--- src/rtl/sfx_pkg.sv ---
// Shared types and constants for the sound-effect sample streamer.
package sfx_pkg;

    typedef enum logic [1:0] {
        IDLE    = 2'd0,
        FETCH   = 2'd1,
        WAIT    = 2'd2,
        PRESENT = 2'd3
    } sfx_state_t;

    localparam int SFX_ADDR_WIDTH    = 13;
    localparam int SFX_DATA_WIDTH    = 16;
    localparam int DINO_JUMP_SAMPLES = 5000;

endpackage

--- src/rtl/sfx_sample_streamer.sv ---
// Walks an external 1-cycle-latency effect ROM and presents each (optionally
// attenuated) sample on a valid/ready stream, one sample per 3 cycles at best.
module sfx_sample_streamer
    import sfx_pkg::*;
#(
    parameter int ADDR_WIDTH   = SFX_ADDR_WIDTH,
    parameter int DATA_WIDTH   = SFX_DATA_WIDTH,
    parameter int SAMPLE_COUNT = DINO_JUMP_SAMPLES,
    parameter int ATTEN_SHIFT  = 0
) (
    input  logic                  clk,
    input  logic                  reset,
    input  logic                  play,
    input  logic                  stop,
    output logic [ADDR_WIDTH-1:0] rom_address,
    input  logic [DATA_WIDTH-1:0] rom_readdata,
    output logic [DATA_WIDTH-1:0] sample_data,
    output logic                  sample_valid,
    input  logic                  sample_ready,
    output logic                  busy,
    output logic                  done
);

    localparam logic [ADDR_WIDTH-1:0] LAST_IDX = ADDR_WIDTH'(SAMPLE_COUNT - 1);

    sfx_state_t            state, state_n;
    logic [ADDR_WIDTH-1:0] index, index_n;
    logic [ADDR_WIDTH-1:0] addr_n;
    logic [DATA_WIDTH-1:0] data_n;
    logic                  valid_n;
    logic                  done_n;
    logic                  pending, pending_n;
    logic signed [DATA_WIDTH-1:0] atten;
    logic                  handshake;

    assign atten     = $signed(rom_readdata) >>> ATTEN_SHIFT;
    assign handshake = sample_valid && sample_ready;
    assign busy      = (state != IDLE);

    always_ff @(posedge clk) begin
        if (reset) begin
            state        <= IDLE;
            index        <= '0;
            rom_address  <= '0;
            sample_data  <= '0;
            sample_valid <= 1'b0;
            done         <= 1'b0;
            pending      <= 1'b0;
        end else begin
            state        <= state_n;
            index        <= index_n;
            rom_address  <= addr_n;
            sample_data  <= data_n;
            sample_valid <= valid_n;
            done         <= done_n;
            pending      <= pending_n;
        end
    end

    always_comb begin
        state_n   = state;
        index_n   = index;
        addr_n    = rom_address;
        data_n    = sample_data;
        valid_n   = sample_valid;
        done_n    = 1'b0;
        pending_n = pending;

        // stop outranks play everywhere; in IDLE it simply suppresses a start
        if (stop && state != IDLE) begin
            state_n   = IDLE;
            valid_n   = 1'b0;
            pending_n = 1'b0;
        end else begin
            case (state)
                IDLE: begin
                    if (play && !stop) begin
                        state_n   = FETCH;
                        index_n   = '0;
                        addr_n    = '0;
                        pending_n = 1'b0;
                    end
                end
                FETCH: begin
                    if (play) begin
                        index_n = '0;
                        addr_n  = '0;
                    end else begin
                        state_n = WAIT;
                    end
                end
                WAIT: begin
                    if (play) begin
                        state_n = FETCH;
                        index_n = '0;
                        addr_n  = '0;
                    end else begin
                        state_n = PRESENT;
                        data_n  = atten;
                        valid_n = 1'b1;
                    end
                end
                PRESENT: begin
                    if (handshake) begin
                        valid_n = 1'b0;
                        // a restart requested while holding takes priority over termination
                        if (pending || play) begin
                            state_n   = FETCH;
                            index_n   = '0;
                            addr_n    = '0;
                            pending_n = 1'b0;
                        end else if (index == LAST_IDX) begin
                            state_n = IDLE;
                            done_n  = 1'b1;
                        end else begin
                            state_n = FETCH;
                            index_n = index + ADDR_WIDTH'(1);
                            addr_n  = rom_address + ADDR_WIDTH'(1);
                        end
                    end else if (play) begin
                        pending_n = 1'b1;
                    end
                end
                default: state_n = IDLE;
            endcase
        end
    end

endmodule

--- config.mk ---
export PLATFORM = sky130hd
export DESIGN_NAME = sfx_sample_streamer
export DESIGN_NICKNAME = d
export VERILOG_FILES = /design/src/rtl/sfx_pkg.sv /design/src/rtl/sfx_sample_streamer.sv
export SDC_FILE = /design/constraint.sdc
export NUM_CORES = 1
export LEC_CHECK = 0
export BUFFER_PORTS_ARGS = -buffer_cell sky130_fd_sc_hd__buf_2
export CAP_MARGIN = 25
export CORE_UTILIZATION = 40
export CTS_CLUSTER_DIAMETER = 80
export DETAILED_ROUTE_END_ITERATION = 10
export HOLD_SLACK_MARGIN = 0.03
export PLACE_DENSITY = 0.68
export SYNTH_ARGS = -nofsm -noshare
export SYNTH_HDL_FRONTEND = slang
export SYNTH_SLANG_ARGS = --single-unit
--- constraint.sdc ---
create_clock -name clk -period 2.98 [get_ports clk]
set_input_delay 0.447 -clock clk [delete_from_list [all_inputs] [get_ports clk]]
set_output_delay 0.447 -clock clk [all_outputs]
set_load 0.02 [all_outputs]
==> results of run 1 <==
[Yosys cell counts, types with 6 or more instances]
master                     instances
sky130_fd_sc_hd__a211o_1           8
sky130_fd_sc_hd__a21oi_1          35
sky130_fd_sc_hd__clkbuf_1         16
sky130_fd_sc_hd__dfxtp_1          47
sky130_fd_sc_hd__ha_1              6
sky130_fd_sc_hd__inv_1             8
sky130_fd_sc_hd__mux2i_1           8
sky130_fd_sc_hd__nand2_1          43
sky130_fd_sc_hd__nand3_1          13
sky130_fd_sc_hd__nand4_1           6
sky130_fd_sc_hd__nor4_1           12
sky130_fd_sc_hd__o211ai_1         11
sky130_fd_sc_hd__o21ai_0           6
sky130_fd_sc_hd__o31ai_1          11
sky130_fd_sc_hd__or4_1            12
[routing by layer]
layer / track usage / vias to the layer above / part of all wire
met5: 0 / - / 0
met2: 0.297 / 49 / 0.46
met4: 0.0500 / 0 / 0.0030
met1: 0.237 / 1059 / 0.49
met3: 0.0491 / 2 / 0.047
li1: - / 1186 / -
[path summary, 6_finish.rpt]
kind	endpoint	slack (ns)	cells after the start
setup / recovery	rom_address[8]	0.68	7
hold reg to reg	sample_data[4]	0.46	2
hold / removal	sample_data[9]	0.37	3
setup reg to reg	rom_address[8]	0.68	7
[cell type report]
cell class,instances,area [µm²]
Tap cell,75,93.8
Clock inverter,3,67.6
Multi-Input combinational cell,214,1350
Sequential cell,47,941
Inverter,9,33.8
Fill cell,586,3000
Timing Repair Buffer,58,330
Clock buffer,5,68.8
[power by group]
part           switching [W]  internal, W
clock network       0.000226     0.000335
logic               0.000259     0.000155
registers          0.0000329     0.000661
[cells by family after synthesis]
| logic type | share of synthesized area |
|---|---|
| DFF | 0.387 |
| and+or+nand+nor | 0.267 |
| adders and majority gates | 0.0309 |
| muxes | 0.0330 |
| AOI/OAI and AO/OA | 0.226 |
| buffers and inverters | 0.0561 |
[worst max-delay path: cells and delay by family (launching register included)]
kind	cells	cell delay, ns
AOI/OAI and AO/OA	4	1.06
adders and majority gates	1	0.27
buffers and inverters	2	0.45
DFF	1	0.42
[stage by stage]
| stage | cells | instance area (µm²) |
|---|---|---|
| after floorplan | 294 | 2430 |
| after global placement | 402 | 2740 |
| after detailed placement | 403 | 2750 |
| after CTS | 411 | 2890 |
| after global routing | 411 | 2890 |
| final | 411 | 2890 |
[flip-flops by register name, summed over array words and instances (netlist names)]
register,flops
pending,1
index,13
sample_data,16
state,2
done,1
sample_valid,1
rom_address,13
==> results.yml, run 1 <==
placement:
  numPortBuffers: 52
  placed_wire_length_estimate_um: 3760
  gp_routability_congestion: 0.870
  dp_slack_ns: 0.698
timing:
  timing_worst_slew_pin_value_ns: 0.544
  finalCritPeriodShare: 0.770
  final_hold_slack_ns: 0.372
  setup_viol: 0
  timing.slew.headroom: 0.637
  rsz0062_at_grt: "false"
  layout_min_cycle_time_ns: 2.30
  timing.clock.skew_ns: 0.00936
  timing.final.ws_setup_ns: 0.685
  total_negative_setup_slack_ns: 0
  max_clock_freq_ghz: 0.436
  final-max-slew-violation-count: 0
  hold_viol_final: 0
grt:
  grt_start_max_net_pins: 53
  grt_antenna_before_repair: 0
  grt_remaining_overflow: 0
  grt_first_pass_wirelength_um: 9220
  first_global_vias: 2018
  grtUsageTotal: 0.183
critical_path:
  cp_cell_sequence: "ha_1 -> a21boi_0 -> a2111o_1 -> buf_12 -> o21ai_0 -> buf_4 -> o32ai_1"
  crit_start: "state[0]"
  reg2reg_from: "state[0]"
  critPathKind: "reg -> reg"
  timing.critical_path.arrival_ns: 2.52
  crit_path_top_delay_cell: "sky130_fd_sc_hd__a21boi_0"
  worstSetupStartpointType: "flip-flop"
  critical_path_rt_ns: 3.20
  slowest_delay_ns: 0.48
  type_of_element_capturing_the_critical_path: "flip-flop"
  cp_max_fo: 52
clock_network:
  clock_tree.root_cell: "sky130_fd_sc_hd__clkbuf_8"
  clock_latency_ns: 0.30
  clock_tree_from_tritoncts: "built"
  htree_levels: 2
  clk_path_buf_depth: 2
  postCtsSetupBuffers: 0
  tritoncts_buffer_count: 5
  clock-sinks: 47
  hold_fix_buffer_count_after_cts: 0
  cts.repair.resized: 0
  clk_pin_slew_worst_paths_ns: 0.09
yosys:
  synth_edf_count: 0
  synthArstFlopShare: 0
  netlist_top_cells_area: "sky130_fd_sc_hd__dfxtp_1 (39%), sky130_fd_sc_hd__a21oi_1 (7.2%), sky130_fd_sc_hd__nand2_1 (6.6%)"
  synth_top_area_cell: "sky130_fd_sc_hd__dfxtp_1"
  prevailing_post_synth_register_cell: "sky130_fd_sc_hd__dfxtp_1"
  syn_nets: 321
  synth.avg_cell_area_um2: 8.26
  synthDominantCellAreaShare: 0.387
  synth.yosys.seq_area_share: 0.387
  synthesis.yosys.warnings: 0
  post_synth_inst_count: 294
  ys_types: 44
  yosys_register_bits: 47
  syn-cell-area_um2: 2430
drt:
  drt_drc_violations_left: 0
  totalWireLength_um: 5590
  detailedRoute.firstIterationViolations: 134
  post_drt_via_cell_ratio: 5.59
  dr.pass1.iters: 4
  average_wire_per_cell_in_the_routed_design_um: 13.6
  number_of_vias_in_the_routed_layout: 2296
  drtAntennaViolNets: 0
layout:
  nets_final: 362
  layout_common_cells: "sky130_fd_sc_hd__buf_2 (52), sky130_fd_sc_hd__dfxtp_1 (47), sky130_fd_sc_hd__nand2_1 (43), sky130_fd_sc_hd__a21oi_1 (35), sky130_fd_sc_hd__nand3_1 (13)"
  drive_above_1_share: 0.223
  utilization: 0.491
  syn2layout_area_growth_pct: 18.8
  count_of_antenna_diodes_in_the_layout: 0
  layout.cells.most_common: "sky130_fd_sc_hd__buf_2"
power:
  power.total_w: 0.00167
  power.static_leakage_nw: 1.07
  worst_case_vdd_ir_drop_v: 0.000324
  power.density_nw_per_um2: 578
floorplanning:
  floorplan.initialDensity: 0.413
  die_height_um: 79.9
  die_w_um: 79.9
  io_pins: 53
  die_area_um2: 6390
  core_area_um2: 5890
  placement_rows: 28
flow_run:
  maxCapViolations: 0
worst_hold_path:
  timing.hold.worst.class: "in -> reg"
  worstHoldStart: "rom_readdata[9]"
outcome:
  outcome: "completed"
No activity file was read; power rests on OpenSTA's default activity.
==> run 2, diff against run 1 <==
--- a/config.mk
+++ b/config.mk
@@ -11,7 +11,7 @@
 export CTS_CLUSTER_DIAMETER = 80
 export DETAILED_ROUTE_END_ITERATION = 10
 export HOLD_SLACK_MARGIN = 0.03
-export PLACE_DENSITY = 0.68
+export PLACE_DENSITY = 0.7
 export SYNTH_ARGS = -nofsm -noshare
 export SYNTH_HDL_FRONTEND = slang
 export SYNTH_SLANG_ARGS = --single-unit
==> constraint.sdc (replaced) <==
create_clock -name clk -period 2.05 [get_ports clk]
set_input_delay 0.3075 -clock clk [delete_from_list [all_inputs] [get_ports clk]]
set_output_delay 0.3075 -clock clk [all_outputs]
set_load 0.02 [all_outputs]
==> results.yml, run 2 (synthesized netlist as in run 1, its figures left out) <==
clock_network:
  clock-sinks: 47
  clock_tree_from_tritoncts: "built"
  clk_path_buf_depth: 2
  tritoncts_buffer_count: 5
  hold_fix_buffer_count_after_cts: 0
  clock_tree.root_cell: "sky130_fd_sc_hd__clkbuf_8"
  clock_latency_ns: 0.31
  htree_levels: 2
  clk_pin_slew_worst_paths_ns: 0.10
timing:
  timing.clock.skew_ns: 0.00827
  final-max-slew-violation-count: 0
  timing_worst_slew_pin_value_ns: 0.621
  finalCritPeriodShare: 0.991
  rsz0062_at_grt: "true"
  hold_viol_final: 0
  layout_min_cycle_time_ns: 2.03
  max_clock_freq_ghz: 0.492
  setup_viol: 0
  timing.final.ws_setup_ns: 0.0188
  timing.slew.headroom: 0.586
worst_hold_path:
  hold-path-endpoint: "sample_data[2]"
  hold_path_depth: 3
  timing.hold.worst.class: "in -> reg"
  worstHoldStart: "rom_readdata[2]"
drt:
  drt_drc_violations_left: 0
  drtAntennaViolNets: 0
  number_of_vias_in_the_routed_layout: 2460
  totalWireLength_um: 6420
  post_drt_via_cell_ratio: 5.71
  detailedRoute.firstIterationViolations: 175
  dr.pass1.iters: 4
  average_wire_per_cell_in_the_routed_design_um: 14.9
critical_path:
  cpLargestDelayFamily: "simple AND/OR/NAND/NOR gates"
  critPathBufInv: 2
  crit_path_top_delay_cell: "sky130_fd_sc_hd__or4_1"
  cp_cell_sequence: "inv_4 -> ha_4 -> nor2b_4 -> a2111o_1 -> buf_12 -> or4_1 -> a21oi_1"
  r2r_cells: 7
  cp_max_fo: 24
  reg2reg_from: "state[0]"
  critical_path_rt_ns: 2.30
  critPathKind: "reg -> reg"
  slowest_delay_ns: 0.50
  reg2reg_setup_slack_ns: 0.02
  type_of_element_capturing_the_critical_path: "flip-flop"
  timing.critical_path.arrival_ns: 2.28
  worstSetupStartpointType: "flip-flop"
  rr_endpoint: "rom_address[5]"
layout:
  layout.cells.most_common: "sky130_fd_sc_hd__buf_2"
  final_area_um2: 3170
  drive_above_1_share: 0.317
  fill_cell_total_of_the_finished_layout: 554
  non_filler_instance_count_after_layout: 431
  largest-register: "sample_data"
  nets_final: 382
  layout_common_cells: "sky130_fd_sc_hd__buf_2 (52), sky130_fd_sc_hd__dfxtp_1 (45), sky130_fd_sc_hd__nand2_1 (43), sky130_fd_sc_hd__a21oi_1 (32), sky130_fd_sc_hd__buf_4 (20)"
  reg.largest.list: "sample_data (16), index (13), rom_address (13)"
  syn2layout_area_growth_pct: 30.5
  count_of_antenna_diodes_in_the_layout: 0
  largest_register_ffs: 16
flow_run:
  maxCapViolations: 0
grt:
  grt_remaining_overflow: 0
  grt_antenna_before_repair: 0
  grt_start_max_net_pins: 48
  grtUsageTotal: 0.197
  grt_first_pass_wirelength_um: 10100
  first_global_vias: 2219
floorplanning:
  core_area_um2: 5890
  placement_rows: 28
  die_area_um2: 6390
  floorplan.initialDensity: 0.413
  die_height_um: 79.9
  die_w_um: 79.9
  io_pins: 53
outcome:
  outcome: "completed"
power:
  power.static_leakage_nw: 1.18
  power.total_w: 0.00259
  worst_case_vdd_ir_drop_v: 0.000502
  power.density_nw_per_um2: 816
placement:
  placedInstanceArea_um2: 2850
  placed_wire_length_estimate_um: 4040
  dp_cell_count: 416
  dp_slack_ns: -0.0162
  gp_routability_congestion: 0.887
  numPortBuffers: 52
run 2: area by class of cell:
type | count | area [µm²] | share of cell area
Multi-Input combinational cell | 214 | 1460 | 0.460
Sequential cell | 47 | 948 | 0.299
Timing Repair Buffer | 78 | 518 | 0.163
Tap cell | 75 | 93.8 | 0.0296
Clock buffer | 5 | 68.8 | 0.0217
Clock inverter | 3 | 47.5 | 0.0150
Inverter | 9 | 36.3 | 0.0114
run 2: tightest hold or removal path, cell delays in order:
cell and delay (ns):
sky130_fd_sc_hd__buf_2 0.09, sky130_fd_sc_hd__nand2_1 0.04, sky130_fd_sc_hd__a21oi_1 0.05
run 2: how the worst max path moves through the flow:
stage,startpoint,endpoint,slack [ns],depth (start not counted)
after floorplan,state[0],rom_address[3],-0.009,7
after global placement,state[0],rom_address[9],0.03,7
after detailed placement,state[0],rom_address[4],-0.02,7
after CTS,state[0],rom_address[5],-0.04,7
after global routing,state[0],rom_address[12],-0.07,7
final,state[0],rom_address[5],0.02,7
run 2: repair_timing:
action | 4_1_cts | 5_1_grt
cloned | 0 | 2
pin swaps | 2 | 3
endpoints found under the setup margin | 11 | 40
gates resized for setup | 0 | 24
setup buffers | 0 | 5
run 2: layer usage:
metal	share of wire	global-route usage	wire, µm
met1	0.47	0.248	3020
met2	0.48	0.328	3090
met3	0.035	0.0389	227
met4	0.013	0.0768	86
met5	0	0	0
run 2: report_power, final:
group          total (W)  switching, W  internal [W]
clock network   0.000717      0.000347      0.000370
logic           0.000842      0.000456      0.000386
registers        0.00103     0.0000606      0.000969
total            0.00259      0.000863       0.00173
run 2: metrics by stage:
step | TNS, ns | hold WS (ns) | util
2_1_floorplan | -0.00933 | 0.444 | -
3_3_place_gp | 0 | 0.439 | 0.484
3_5_place_dp | -0.0688 | 0.446 | 0.484
4_1_cts | -0.204 | 0.221 | 0.504
5_1_grt | -0.406 | 0.213 | 0.539
6_report | 0 | 0.226 | 0.539
